--- src/rtl/pifo_deq_ctrl_pkg.sv ---
// Shared widths and FSM encoding for the PIFO dequeue controller.
package pifo_deq_ctrl_pkg;
  localparam int PIFO_RANK_WIDTH = 8;
  localparam int PIFO_META_WIDTH = 8;

  typedef enum logic {
    ST_IDLE = 1'b0,
    ST_WAIT = 1'b1
  } deq_state_t;
endpackage

--- src/rtl/pifo_deq_buf.sv ---
// Two-entry FIFO with the oldest entry held in a head register.
module pifo_deq_buf
  import pifo_deq_ctrl_pkg::*;
#(
  parameter int WIDTH = PIFO_RANK_WIDTH + PIFO_META_WIDTH
) (
  input  logic             clk,
  input  logic             rstn,
  input  logic             push,
  input  logic             pop,
  input  logic [WIDTH-1:0] din,
  output logic [WIDTH-1:0] head,
  output logic [1:0]       count
);
  logic [WIDTH-1:0] tail;

  always_ff @(posedge clk) begin
    if (!rstn) begin
      head  <= '0;
      tail  <= '0;
      count <= 2'd0;
    end else begin
      case ({push, pop})
        2'b10: begin
          // a push into a full buffer is dropped; the controller never issues one
          if (count == 2'd0) begin
            head  <= din;
            count <= 2'd1;
          end else if (count == 2'd1) begin
            tail  <= din;
            count <= 2'd2;
          end
        end
        2'b01: begin
          if (count != 2'd0) begin
            head  <= tail;
            count <= count - 2'd1;
          end
        end
        2'b11: begin
          if (count == 2'd2) begin
            head <= tail;
            tail <= din;
          end else begin
            head  <= din;
            count <= 2'd1;
          end
        end
        default: ;
      endcase
    end
  end
endmodule

--- src/rtl/pifo_deq_ctrl.sv ---
// Pops the PIFO head into a 2-entry output buffer and streams it out with
// optional pacing between beats.
//   state   | meaning
//   ST_IDLE | may issue a remove when the PIFO has a head and the buffer has room
//   ST_WAIT | PIFO head is updating after a remove; no remove issued
module pifo_deq_ctrl
  import pifo_deq_ctrl_pkg::*;
#(
  parameter int RANK_WIDTH = PIFO_RANK_WIDTH,
  parameter int META_WIDTH = PIFO_META_WIDTH,
  parameter int PIFO_LAT   = 1,
  parameter int GAP_WIDTH  = 8
) (
  input  logic                  clk,
  input  logic                  rstn,
  input  logic                  deq_en,
  input  logic [GAP_WIDTH-1:0]  min_gap,
  input  logic                  pifo_valid,
  input  logic [RANK_WIDTH-1:0] pifo_rank,
  input  logic [META_WIDTH-1:0] pifo_meta,
  output logic                  pifo_remove,
  output logic                  m_valid,
  input  logic                  m_ready,
  output logic [RANK_WIDTH-1:0] m_rank,
  output logic [META_WIDTH-1:0] m_meta,
  output logic [1:0]            occupancy
);
  localparam int LAT_W = (PIFO_LAT > 1) ? $clog2(PIFO_LAT) : 1;

  deq_state_t                       state;
  logic [LAT_W-1:0]                 lat_cnt;
  logic [GAP_WIDTH-1:0]             gap_cnt;
  logic [RANK_WIDTH+META_WIDTH-1:0] head;
  logic                             handshake;
  logic                             has_room;

  assign m_valid     = (occupancy != 2'd0) && (gap_cnt == '0);
  assign handshake   = m_valid & m_ready;
  // a full buffer still accepts when its head leaves on the same edge
  assign has_room    = (occupancy != 2'd2) | handshake;
  assign pifo_remove = rstn & (state == ST_IDLE) & pifo_valid & deq_en & has_room;
  assign {m_rank, m_meta} = head;

  always_ff @(posedge clk) begin
    if (!rstn) begin
      state   <= ST_IDLE;
      lat_cnt <= '0;
    end else begin
      case (state)
        ST_IDLE: begin
          if (pifo_remove) begin
            state   <= ST_WAIT;
            lat_cnt <= LAT_W'(PIFO_LAT - 1);
          end
        end
        ST_WAIT: begin
          if (lat_cnt == '0) state <= ST_IDLE;
          else               lat_cnt <= lat_cnt - 1'b1;
        end
        default: state <= ST_IDLE;
      endcase
    end
  end

  always_ff @(posedge clk) begin
    if (!rstn)               gap_cnt <= '0;
    else if (handshake)      gap_cnt <= min_gap;
    else if (gap_cnt != '0)  gap_cnt <= gap_cnt - 1'b1;
  end

  pifo_deq_buf #(
    .WIDTH(RANK_WIDTH + META_WIDTH)
  ) u_buf (
    .clk   (clk),
    .rstn  (rstn),
    .push  (pifo_remove),
    .pop   (handshake),
    .din   ({pifo_rank, pifo_meta}),
    .head  (head),
    .count (occupancy)
  );
endmodule

--- config.mk ---
export PLATFORM = sky130hd
export DESIGN_NAME = pifo_deq_ctrl
export DESIGN_NICKNAME = d
export VERILOG_FILES = /design/src/rtl/pifo_deq_ctrl_pkg.sv /design/src/rtl/pifo_deq_buf.sv /design/src/rtl/pifo_deq_ctrl.sv
export SDC_FILE = /design/constraint.sdc
export NUM_CORES = 1
export LEC_CHECK = 0
export ABC_AREA = 1
export CORE_MARGIN = 2
export CORE_UTILIZATION = 50
export CTS_BUF_LIST = sky130_fd_sc_hd__clkbuf_4
export CTS_CLUSTER_DIAMETER = 80
export DETAILED_ROUTE_END_ITERATION = 7
export PLACE_DENSITY = 0.81
export SLEW_MARGIN = 20
export SYNTH_ARGS = -nofsm -noshare
export SYNTH_HDL_FRONTEND = slang
export SYNTH_SLANG_ARGS = --single-unit
--- constraint.sdc ---
create_clock -name clk -period 3.9 [get_ports clk]
set_input_delay 0.78 -clock clk [delete_from_list [all_inputs] [get_ports clk]]
set_output_delay 0.78 -clock clk [all_outputs]
set_load 0.01 [all_outputs]
== After elaboration in Yosys (flattened, before gate mapping) ==
Cells that the tools add are included.

* Logic and storage cells: 62
* Output and inout bits: 20
* Bits of input ports: 29
* Register bits after elaboration: 44

* Bitwise operators: 7
* Equality and inequality tests: 14
* Muxes and demuxes: 21
* $add $sub $neg: 3
* Reduce and logical (&&, ||, !) cells: 11

{| class="wikitable"
|+ Operator list
! cell !! count
|-
| 16-bit two-way mux || 6
|-
| 16-bit case mux with 3 select lines || 1
|-
| 16-bit case mux with 2 select lines || 1
|-
| 8-bit two-way mux || 2
|-
| 8-bit logical NOT || 1
|-
| 2-bit two-way mux || 4
|-
| 2-bit by 1-bit inequality test with 1-bit output (second input constant) || 4
|-
| 2-bit inequality test (second input constant) || 4
|-
| 4-bit AND reduction || 2
|-
| 8-bit nonzero test || 1
|-
| 8-bit by 1-bit subtractor with 8-bit output (second input constant) || 1
|-
| 2-bit == test (second input constant) || 3
|-
| 2-bit case mux with 3 select lines || 1
|-
| 2-bit nonzero test || 3
|-
| 1-bit bitwise AND || 5
|-
| 2-bit by 1-bit == test with 1-bit output (second input constant) || 2
|-
| 1-bit two-way mux || 4
|-
| 1-bit case mux with 2 select lines || 2
|-
| 3-bit by 1-bit inequality test with 1-bit output (second input constant) || 1
|-
| 3-bit AND reduction || 1
|-
| 3-bit nonzero test || 1
|-
| 2-bit logical NOT || 1
|-
| 2-bit by 1-bit subtractor with 2-bit output (second input constant) || 1
|-
| 1-bit logical AND || 1
|-
| other kinds (3) || 3
|}

== Depth between registers and ports, before layout ==
* Depth in word-level cells: 8
* Depth in mapped cells: 11
* Gate-level depth less buffers: 10

== By module ==
Synthesis repeated with hierarchy kept, for this count alone.

* Cells, all modules: 321
* Area total of the unflattened synthesis: 2288.4 um^2

{| class="wikitable"
|+ Modules (own cells, without submodules)
! module !! cells an instance !! times used !! area each (um^2) !! sequential area each (um^2)
|-
| pifo_deq_buf || 239 || 1 || 1716.6 || 680.7
|-
| pifo_deq_ctrl || 82 || 1 || 571.8 || 180.2
|}

== Worst setup path before layout ==
Ideal clock, no wire load.

* Kind: input -> output
* From: in deq_en
* To: out pifo_remove
* Required time: 3120 ps
* Data arrival time: 1422 ps
* Stages: 5
* Path slack: 1698 ps
* Path buffers: 1
* Cells stage by stage: nand4_2 -> nor2_4 -> inv_1 -> clkbuf_1 -> nand2_1

* Cells in the longest elaborated chain, start to end: 2

{| class="wikitable"
|+ Ends and longest elaborated chain
! item !! RTL line !! RTL
|-
| start, declared || pifo_deq_ctrl.sv:16 || <nowiki>input logic deq_en,</nowiki>
|-
| 1-bit bitwise AND (2 in series) || pifo_deq_ctrl.sv:41 || <nowiki>assign pifo_remove = rstn & (state == ST_IDLE) & pifo_valid & deq_en & has_room;</nowiki>
|-
| end, declared || pifo_deq_ctrl.sv:21 || <nowiki>output logic pifo_remove,</nowiki>
|}

Every way passes these cells.

== Worst setup path after layout ==
* From: in rstn
* To: out pifo_remove

* Cells in the longest elaborated chain, start to end: 4

{| class="wikitable"
|+ Ends and longest elaborated chain
! item !! RTL line !! RTL
|-
| start, declared || pifo_deq_ctrl.sv:15 || <nowiki>input logic rstn,</nowiki>
|-
| 1-bit bitwise AND (4 in series) || pifo_deq_ctrl.sv:41 ||
|}

Every way passes these cells.

==> impl_metrics.csv <==
group,metric,value,unit
sta,period_minus_slack,3.44,ns
cts,post-cts-setup-buffers,0,
detailed_routing,firstDrtPassIters,5,
global_route,antenna_found_initial,0,
setup_path,cp_max_fo,12,
logic_synthesis,netlist_instances,294,
setup_path,cpLargestDelayFamily,"buffers and inverters",
logic_synthesis,yosysWarnings,0,
setup_path,worstSetupEndpointType,"output pin",
setup_path,reg2reg_to,"u_buf.head[3]",
min_path,hold_path_class,"reg -> reg",
min_path,min_to,"u_buf.tail[4]",
global_route,overflow,0,
pwr,vdd_drop_max,0.248,mV
setup_path,critPathBufInv,3,
logic_synthesis,synth_area_leaders,"dfxtp_1, a21oi_1, nand2_1",
cts,cts_hold_buf,0,
pwr,switchingPower,517,µW
sta,relSlewSlack,61.2,%
detailed_routing,drt-initial-drc-count,98,
min_path,worstHoldStart,"u_buf.tail[4]",
place,dpl.hpwl,3.30,mm
logic_synthesis,synth_seq_cells,43,
floorplanning,ioPinCount,49,
sta,setup_viol_count_final,0,
sta,finClkSkew,0.0131,ns
logic_synthesis,yosys.area.top_type_share,39.0,%
detailed_routing,drt-total-wl,4.90,mm
min_path,holdPathStages,2,
setup_path,crit_top_cell,"clkdlybuf4s50_1",
global_route,grt_max_degree,38,
sta,drv_slew,0,
sta,finalHoldViolations,0,
setup_path,cp-start-kind,"input pin",
setup_path,required,3.12,ns
detailed_routing,routed_via_density,5.32,
run,drv_cap,0,
setup_path,cpMaxStageDelayCell,"clkdlybuf4s50_1",
logic_synthesis,syn-num-nets,328,
pwr,p_int,889,µW
global_route,grt_pass1_wl,8.47,mm
outcome,status,"finished, final reports clean",
pwr,seq_power_share,39.2,%
floorplanning,die-area,4960,µm²
sta,max_freq,291,MHz
logic_synthesis,yosysUniqueCellTypes,30,
floorplanning,core-area,4290,µm²
cts,cts_root_buf,"clkbuf_4",
place,gp_congestion,0.852,
floorplanning,rows,24,
setup_path,critPathMaxStageDelay,0.53,ns
logic_synthesis,seq_area_frac_synth,39.0,%
cells_and_area,nNetsFinal,368,
sta,tightest_slew,0.579,ns
cells_and_area,antenna_cells,0,
floorplanning,die_h,70.4,µm
cts,htreeDepth,2,
sta,finalCritPeriodShare,88.1,%
detailed_routing,avgRoutedWirePerCell,12.7,µm
setup_path,r2r_start,"u_buf.count[0]",
setup_path,worst-r2r-cell-count,8,
setup_path,crit_type,"in -> out",
cts,insertion_delay,0.37,ns
floorplanning,die_width,70.4,µm
pwr,sw_frac_of_total,36.8,%
cells_and_area,syn2layout_area_growth,24.3,%
cts,cts_buffer_depth,2,
sta,rsz0062_at_grt,"no",
pwr,comb_power_share,40.1,%
sta,fin_setup_tns,0,ns
setup_path,rrSetupSlack,1.83,ns
cells_and_area,final_util,63.8,%
cts,cts_buffers,5,
detailed_routing,drc,0,
pwr,pwr-share-clk,20.7,%
detailed_routing,vias,2057,
setup_path,arrival,2.66,ns
cts,cts.sinks,43,
pwr,p_leak,0.00113,µW
global_route,first_global_vias,1926,
cts,cts_tree,"built",
setup_path,crit_path_cell_trace,"clkdlybuf4s50_1 > nand4_2 > nor2_4 > inv_1 > nand2_1 > clkdlybuf4s50_1",
logic_synthesis,avgSynthCellArea,7.50,µm²
detailed_routing,ant_nets,0,
cells_and_area,drive_gt1_share,9.55,%
cts,cts_resized,0,
floorplanning,initial_utilization,51.3,%
logic_synthesis,synth_area,2200,µm²
pwr,powerDensity,513,nW/µm²
logic_synthesis,yosysTopAreaCell,"dfxtp_1",
global_route,grt_use_total,21.2,%
place,port_buffers,48,
cts,cts.clk_slew.worst_paths,0.12,ns
-- tightest hold or removal path: stages, from the launching register on --
cell and delay, ns:
dfxtp_1 0.34, a21oi_1 0.04, nor2_1 0.08
-- Yosys cell counts --
master    count
a21oi_1      36
nand2_4       2
nand2_1      43
nand4_1       4
nand2_2       3
dfxtp_1      43
o21ai_0      29
or2_2         9
o21ai_1       9
nor2_1       31
inv_1        25
nor2_2        1
o211ai_1      2
buf_2         6
a31oi_1       1
o21a_1        1
nor2_8        1
nand3_1       4
xnor2_1       1
ha_1          5
nand3b_1     17
nor3_1        2
nand3_4       1
buf_6         3
nor2_4        3
buf_4         3
xor2_1        2
o21ai_2       1
clkbuf_1      5
nand4_2       1
-- power by group through the flow --
stage / logic, µW / registers, µW / clock network (µW)
CTS: 564 / 550 / 294
detailed placement: 554 / 559 / 0
finish: 564 / 550 / 291
floorplan: 396 / 565 / 0
global route: 627 / 559 / 312
global placement: 540 / 557 / 0
-- cells in the final DEF (no fill, tap or decap) --
| master | instances |
|---|---|
| clkdlybuf4s50_1 | 48 |
| nand2_1 | 43 |
| dfxtp_1 | 43 |
| a21oi_1 | 36 |
| nor2_1 | 31 |
| o21ai_0 | 29 |
| inv_1 | 25 |
| nand3b_1 | 17 |
| o21ai_1 | 9 |
| or2_2 | 9 |
| ha_1 | 5 |
| clkbuf_4 | 5 |
| nand4_1 | 4 |
| nand3_1 | 4 |
| nor2_4 | 3 |
| nand2_2 | 3 |
| nand2_4 | 2 |
| o211ai_1 | 2 |
| xor2_1 | 2 |
| nor3_1 | 2 |
| buf_4 | 2 |
| nor2_2 | 1 |
| nor2_8 | 1 |
| nand4_2 | 1 |
| nand3_4 | 1 |
| o21ai_2 | 1 |
| xnor2_1 | 1 |
| a31oi_1 | 1 |
| o21a_1 | 1 |
| clkinv_4 | 1 |
| bufinv_16 | 1 |
| clkinv_2 | 1 |
-- registers in the layout (all words and copies together), names as in the netlist --
signal and cells:
u_buf.head 16, u_buf.tail 16, state 1, gap_cnt 8, u_buf.count 2
-- layout make-up --
cell class | instances | area [µm²]
fill | 388 | 1550
multi-input combinational | 209 | 1140
sequential | 43 | 861
timing repair buffer | 50 | 495
inverter | 25 | 93.8
tap | 52 | 65.1
clock inverter | 3 | 43.8
clock buffer | 5 | 37.5
-- worst max path at each step --
| stage | startpoint | to | slack [ns] | cells after the start |
|---|---|---|---|---|
| floorplan | deq_en | pifo_remove | 1.70 | 5 |
| global placement | rstn | pifo_remove | 0.47 | 6 |
| detailed placement | rstn | pifo_remove | 0.45 | 6 |
| CTS | rstn | pifo_remove | 0.45 | 6 |
| global route | rstn | pifo_remove | 0.33 | 6 |
| finish | rstn | pifo_remove | 0.46 | 6 |
-- cell families (layout without fill, tap and decap cells) --
family,Yosys count,after routing,synth area share [%]
AND/OR/NAND/NOR,122,122,29.4
AO/OA/AOI/OAI,79,79,18.5
flip-flops,43,43,39.0
buffers and inverters,42,83,9.02
adder cells (fa/ha/maj),5,5,2.84
XOR/XNOR,3,3,1.19
-- metrics by stage --
stage                     cell area (µm²)  cells  hold slack (ns)  worst slack (ns)  power [µW]
after floorplan                      2200    294            0.444              1.70         961
after detailed placement             2660    379            0.462             0.452        1110
after CTS                            2740    387            0.495             0.454        1410
final                                2740    387            0.493             0.463        1410
after global routing                 2740    387            0.517             0.330        1500
after global placement               2660    379            0.454             0.465        1100
-- per-layer routing --
layer	vias to the layer above	global-route usage [%]	share of wire, %
met5	-	0	0
met2	45	32.6	46
met4	0	8.76	1.8
li1	1051	-	-
met3	8	5.48	4.2
met1	953	28.3	48
Note: power is estimated with default switching activity, not from simulation.
